`src/rtl/morse_char_tx.sv`:
```
// Morse transmitter: turns one letter index per handshake into timed
// key-down marks, inter-symbol gaps and a trailing character gap.
module morse_char_tx #(
    parameter int unsigned UNIT_CYCLES    = 1,
    parameter int unsigned DASH_UNITS     = 3,
    parameter int unsigned CHAR_GAP_UNITS = 3
) (
    input  logic       Clock,
    input  logic       Reset,
    input  logic [4:0] charIn,
    input  logic       charValid,
    output logic       charReady,
    output logic       keyOut,
    output logic       dotOut,
    output logic       dashOut,
    output logic       busy,
    output logic       badChar
);

    localparam int unsigned DOT_LEN  = UNIT_CYCLES;
    localparam int unsigned DASH_LEN = DASH_UNITS * UNIT_CYCLES;
    localparam int unsigned GAP_LEN  = CHAR_GAP_UNITS * UNIT_CYCLES;
    localparam int unsigned MAX_A    = (DASH_LEN > DOT_LEN) ? DASH_LEN : DOT_LEN;
    localparam int unsigned MAX_LEN  = (GAP_LEN > MAX_A) ? GAP_LEN : MAX_A;
    localparam int unsigned CW       = (MAX_LEN > 1) ? $clog2(MAX_LEN) : 1;

    localparam logic [CW-1:0] DOT_END  = CW'(DOT_LEN - 1);
    localparam logic [CW-1:0] DASH_END = CW'(DASH_LEN - 1);
    localparam logic [CW-1:0] GAP_END  = CW'(GAP_LEN - 1);

    typedef enum logic [1:0] {
        S_IDLE,
        S_MARK,
        S_SYMGAP,
        S_CHARGAP
    } state_t;

    state_t        r_state;
    logic [CW-1:0] r_cnt;
    logic [1:0]    r_idx;
    logic [2:0]    r_len;
    logic [3:0]    r_pat;
    logic          r_key;
    logic          r_dot;
    logic          r_dash;
    logic          r_busy;
    logic          r_bad;

    state_t        w_nxt_state;
    logic [CW-1:0] w_nxt_cnt;
    logic [1:0]    w_nxt_idx;
    logic [2:0]    w_nxt_len;
    logic [3:0]    w_nxt_pat;
    logic          w_nxt_bit;
    logic          w_bad;
    logic [2:0]    w_rom_len;
    logic [3:0]    w_rom_pat;
    logic          w_rom_valid;
    logic          w_accept;
    logic          w_cur_bit;
    logic          w_mark_end;
    logic          w_last;

    // Patterns are left-aligned: bit 3 is the first symbol, 1 = dash.
    always_comb begin
        w_rom_len = 3'd0;
        w_rom_pat = 4'b0000;
        unique case (charIn)
            5'd0:  begin w_rom_len = 3'd2; w_rom_pat = 4'b0100; end
            5'd1:  begin w_rom_len = 3'd4; w_rom_pat = 4'b1000; end
            5'd2:  begin w_rom_len = 3'd4; w_rom_pat = 4'b1010; end
            5'd3:  begin w_rom_len = 3'd3; w_rom_pat = 4'b1000; end
            5'd4:  begin w_rom_len = 3'd1; w_rom_pat = 4'b0000; end
            5'd5:  begin w_rom_len = 3'd4; w_rom_pat = 4'b0010; end
            5'd6:  begin w_rom_len = 3'd3; w_rom_pat = 4'b1100; end
            5'd7:  begin w_rom_len = 3'd4; w_rom_pat = 4'b0000; end
            5'd8:  begin w_rom_len = 3'd2; w_rom_pat = 4'b0000; end
            5'd9:  begin w_rom_len = 3'd4; w_rom_pat = 4'b0111; end
            5'd10: begin w_rom_len = 3'd3; w_rom_pat = 4'b1010; end
            5'd11: begin w_rom_len = 3'd4; w_rom_pat = 4'b0100; end
            5'd12: begin w_rom_len = 3'd2; w_rom_pat = 4'b1100; end
            5'd13: begin w_rom_len = 3'd2; w_rom_pat = 4'b1000; end
            5'd14: begin w_rom_len = 3'd3; w_rom_pat = 4'b1110; end
            5'd15: begin w_rom_len = 3'd4; w_rom_pat = 4'b0110; end
            5'd16: begin w_rom_len = 3'd4; w_rom_pat = 4'b1101; end
            5'd17: begin w_rom_len = 3'd3; w_rom_pat = 4'b0100; end
            5'd18: begin w_rom_len = 3'd3; w_rom_pat = 4'b0000; end
            5'd19: begin w_rom_len = 3'd1; w_rom_pat = 4'b1000; end
            5'd20: begin w_rom_len = 3'd3; w_rom_pat = 4'b0010; end
            5'd21: begin w_rom_len = 3'd4; w_rom_pat = 4'b0001; end
            5'd22: begin w_rom_len = 3'd3; w_rom_pat = 4'b0110; end
            5'd23: begin w_rom_len = 3'd4; w_rom_pat = 4'b1001; end
            5'd24: begin w_rom_len = 3'd4; w_rom_pat = 4'b1011; end
            5'd25: begin w_rom_len = 3'd4; w_rom_pat = 4'b1100; end
            default: begin w_rom_len = 3'd0; w_rom_pat = 4'b0000; end
        endcase
    end

    assign w_rom_valid = (charIn <= 5'd25);
    assign w_accept    = charValid & (r_state == S_IDLE);
    assign w_cur_bit   = r_pat[2'd3 - r_idx];
    assign w_mark_end  = (r_cnt == (w_cur_bit ? DASH_END : DOT_END));
    assign w_last      = ({1'b0, r_idx} == (r_len - 3'd1));

    always_comb begin
        w_nxt_state = r_state;
        w_nxt_cnt   = r_cnt + 1'b1;
        w_nxt_idx   = r_idx;
        w_nxt_len   = r_len;
        w_nxt_pat   = r_pat;
        w_bad       = 1'b0;
        unique case (r_state)
            S_IDLE: begin
                w_nxt_cnt = '0;
                if (w_accept) begin
                    if (w_rom_valid) begin
                        w_nxt_state = S_MARK;
                        w_nxt_idx   = 2'd0;
                        w_nxt_len   = w_rom_len;
                        w_nxt_pat   = w_rom_pat;
                    end else begin
                        w_bad = 1'b1;
                    end
                end
            end
            S_MARK: begin
                if (w_mark_end) begin
                    w_nxt_cnt   = '0;
                    w_nxt_state = w_last ? S_CHARGAP : S_SYMGAP;
                end
            end
            S_SYMGAP: begin
                if (r_cnt == DOT_END) begin
                    w_nxt_cnt   = '0;
                    w_nxt_idx   = r_idx + 2'd1;
                    w_nxt_state = S_MARK;
                end
            end
            S_CHARGAP: begin
                if (r_cnt == GAP_END) begin
                    w_nxt_cnt   = '0;
                    w_nxt_state = S_IDLE;
                end
            end
            default: begin
                w_nxt_cnt   = '0;
                w_nxt_state = S_IDLE;
            end
        endcase
        w_nxt_bit = w_nxt_pat[2'd3 - w_nxt_idx];
    end

    // Outputs are registered from the next state so they line up with it.
    always_ff @(posedge Clock) begin
        if (Reset) begin
            r_state <= S_IDLE;
            r_cnt   <= '0;
            r_idx   <= '0;
            r_len   <= '0;
            r_pat   <= '0;
            r_key   <= 1'b0;
            r_dot   <= 1'b0;
            r_dash  <= 1'b0;
            r_busy  <= 1'b0;
            r_bad   <= 1'b0;
        end else begin
            r_state <= w_nxt_state;
            r_cnt   <= w_nxt_cnt;
            r_idx   <= w_nxt_idx;
            r_len   <= w_nxt_len;
            r_pat   <= w_nxt_pat;
            r_key   <= (w_nxt_state == S_MARK);
            r_dot   <= (w_nxt_state == S_MARK) & ~w_nxt_bit;
            r_dash  <= (w_nxt_state == S_MARK) & w_nxt_bit;
            r_busy  <= (w_nxt_state != S_IDLE);
            r_bad   <= w_bad;
        end
    end

    assign charReady = (r_state == S_IDLE);
    assign keyOut    = r_key;
    assign dotOut    = r_dot;
    assign dashOut   = r_dash;
    assign busy      = r_busy;
    assign badChar   = r_bad;

endmodule

```
`config.mk`:
```
export PLATFORM = sky130hd
export DESIGN_NAME = morse_char_tx
export DESIGN_NICKNAME = d
export VERILOG_FILES = /design/src/rtl/morse_char_tx.sv
export SDC_FILE = /design/constraint.sdc
export NUM_CORES = 1
export LEC_CHECK = 0
export ABC_CLOCK_PERIOD_IN_PS = 2200
export BUFFER_PORTS_ARGS = -buffer_cell sky130_fd_sc_hd__buf_2
export CORE_ASPECT_RATIO = 0.8
export CORE_UTILIZATION = 57
export CTS_CLUSTER_SIZE = 10
export DETAILED_ROUTE_END_ITERATION = 8
export PLACE_DENSITY_LB_ADDON = 0.05
export SLEW_MARGIN = 5
export SYNTH_ARGS = -nofsm -noshare
export SYNTH_HDL_FRONTEND = slang
export SYNTH_SLANG_ARGS = --single-unit
```
`constraint.sdc`:
```
create_clock -name Clock -period 2.2 [get_ports Clock]
set_input_delay 0 -clock Clock [delete_from_list [all_inputs] [get_ports Clock]]
set_output_delay 0 -clock Clock [all_outputs]
set_load 0.005 [all_outputs]
```
==> reports/metrics.csv <==
metric,value,unit
status,"finished, final reports clean",
Total Power,0.0008619,W
Worst VDD drop,0.3507,mV
Final Skew,13.20,ps
largest cells by area after synthesis,"dfxtp_1, ha_1, a21oi_1",
Post-synth EDFFs,0,
Area Overhead vs Synth,9.149,%
Slew @ Worst Pin,585.6,ps
share of layout cells above drive strength 1,21.47,%
Clock power frac,23.5,%
Place WS,234.6,ps
setup violators final,0,
number of port buffers,13,
Die H,45.81,um
Final WS setup,201.1,ps
crit end category,flip-flop,
"area leader, netlist",dfxtp_1,
Crit Path Max Fanout,6,
Synth top area share,26.35,%
fill count,199,
Post-synth top cells,"dfxtp_1, a21oi_1, nand2_1, ha_1",
"count leader, synth",dfxtp_1,
Sw Share,31.96,%
CTS max path bufs,2,
ys flop type,dfxtp_1,
initial antenna violation count,0,
boundary pin count,14,
Reg power frac,44.7,%
CTS tree,built,
CTS Sinks,18,
CP arrival,2190,ps
GR Overflow Total,0,
All-Layer GR Usage,25.59,%
H-tree levels,1,
Hold/Removal Path Class,in -> reg,
initial DRC count,44,
DIE AREA,2600,um2
WL/cell,14.14,um
die outline width,56.77,um
Syn Std Cell Area,1368,um2
minimum clock period,1999,ps
leakage,0.5932,nW
vias in the first global route,1046,
Max Cap Violations,0,
Skew-Pair Late Insertion Delay,300,ps
"Seq/Total Area, Yosys",26.35,%
cell row count,15,
"Worst Path Class, Setup",reg -> reg,
Num CTS Buffers,3,
number of diodes,0,
Fin. Hold Viols,0,
Max Slew Vio Count,0,
CTS root buf,clkbuf_4,
DRC errors left,0,
Max Fclk,500.3,MHz
slew margin rel.,60.47,%
clock-pin slew on the worst setup and hold paths,110,ps
CP top delay family,simple AND/OR/NAND/NOR gates,
Critical Path Max Stage Delay,460,ps
drt total wl,2856,um
CP Data Required Time,2390,ps
DRT Pass-1 Iters,4,
placer congestion estimate,0.7992,
Synth Register Bits,18,
starting density of the core,61.75,%
Final period util,90.86,%
Resized cells post-CTS,0,
first-pass GRT wire length,4981,um
Gate power share,31.8,%
cell count after synthesis,163,
RSZ-0062 raised after global routing,no,
largest net degree at the start of global routing,23,
"Cell Chain, Critical Path",inv_1 > ha_1 > and3b_1 > or3b_2 > a21oi_1 > o41ai_1 > nor3b_1,
P_sw,0.0002755,W
Avg Vias per Cell,5.906,
hpwl dp,2159,um
post-route ant nets,0,
Synth Warn #,0,
Core ar.,2215,um2
"Distinct cells, synth",44,
Int Pwr,0.0005864,W
"FFs w/ async S/R, synth",0,%
Power per Cell Area,577.4,nW/um2
Critical-path top delay cell,or3b_2,
CP Buf/Inv Count,1,
Synth Net Count,182,
final net count,197,
Setup TNS,0,ps
Startpoint Class,flip-flop,
Post-Syn Area per Cell,8.390,um2
DR vias,1193,
[metal layers]
layer	part of all wire [%]	global-route usage (%)	up-vias
li1	-	-	612
met1	55	38.97	557
met2	41	36.90	20
met3	3.2	5.114	4
met4	0.67	5.854	0
met5	0	0	-
[cell usage in the layout (no fill, tap or decap), types with 2 or more instances in the layout]
| cell type | Yosys | final |
|---|---|---|
| a21oi_1 | 14 | 14 |
| xor2_1 | 2 | 2 |
| inv_1 | 10 | 10 |
| nand2_1 | 14 | 14 |
| nor2_1 | 8 | 8 |
| xnor2_1 | 3 | 3 |
| a211oi_1 | 3 | 3 |
| buf_2 | 1 | 13 |
| buf_4 | 0 | 7 |
| dfxtp_1 | 18 | 18 |
| clkbuf_4 | 0 | 3 |
| ha_1 | 11 | 11 |
| or2b_2 | 2 | 2 |
| o211ai_1 | 7 | 7 |
| mux4_2 | 2 | 2 |
| nor3_1 | 5 | 5 |
| o221ai_1 | 2 | 2 |
| o21ai_0 | 10 | 10 |
| nand3_1 | 2 | 2 |
| mux2i_1 | 4 | 4 |
| nand2b_1 | 5 | 5 |
| nand3b_1 | 4 | 4 |
| or3_2 | 2 | 2 |
| nor2b_1 | 4 | 4 |
| o21a_1 | 3 | 3 |
[sequential cells by signal, indices dropped and copies added (netlist names), 2 cells and up]
signal and count:
r_len 3, r_cnt 2, r_idx 2, r_pat 4, r_state 2
[logic make-up (layout without fill, tap and decap cells)]
family	Yosys count	after routing	share of synthesized area, %
multiplexers	7	7	7.045
XOR/XNOR	6	6	4.392
AO/OA/AOI/OAI	48	48	23.24
adder cells (fa/ha/maj)	11	11	10.06
buffers and inverters	21	35	7.869
flip-flops	18	18	26.35
AND/OR/NAND/NOR	52	52	21.04
[cell type report]
type	instances	area [um2]	area share, %
sequential	18	360.3	24.14
clock buffer	4	36.28	2.431
inverter	10	37.54	2.515
timing repair buffer	21	127.6	8.550
tap	25	31.28	2.096
multi-input combinational	124	899.6	60.27
[repair_timing]
item,CTS,global route
endpoints found under the hold margin,1,0
hold buffers,1,0
endpoints found under the setup margin,0,0
buffers inserted,0,0
[per-stage QoR]
step,hold slack (ps),utilization [%],instance area [um2],std cells
2_1_floorplan,76.58,-,1368,163
3_3_place_gp,262.3,65.31,1446,197
3_5_place_dp,267.5,65.31,1446,197
4_1_cts,58.97,67.40,1493,202
5_1_grt,66.48,67.40,1493,202
6_report,66.04,67.40,1493,202
[final timing paths]
check,from,end,slack [ps],cells after the start
worst max-delay path,r_cnt[0],dashOut,200,7
worst min-delay path,Reset,r_cnt[1],70,2
worst max register to register,r_cnt[0],dashOut,200,7
worst min register to register,r_len[1],r_len[1],480,2
[power by group through the flow]
stage | clock (W) | combinational (W) | sequential [W]
2_1_floorplan | 0 | 0.000209 | 0.000383
4_1_cts | 0.000209 | 0.000275 | 0.000385
3_5_place_dp | 0 | 0.000272 | 0.000392
5_1_grt | 0.000225 | 0.000308 | 0.000391
3_3_place_gp | 0 | 0.000265 | 0.000391
6_report | 0.000203 | 0.000274 | 0.000385
(Power assumes the default switching activity.)
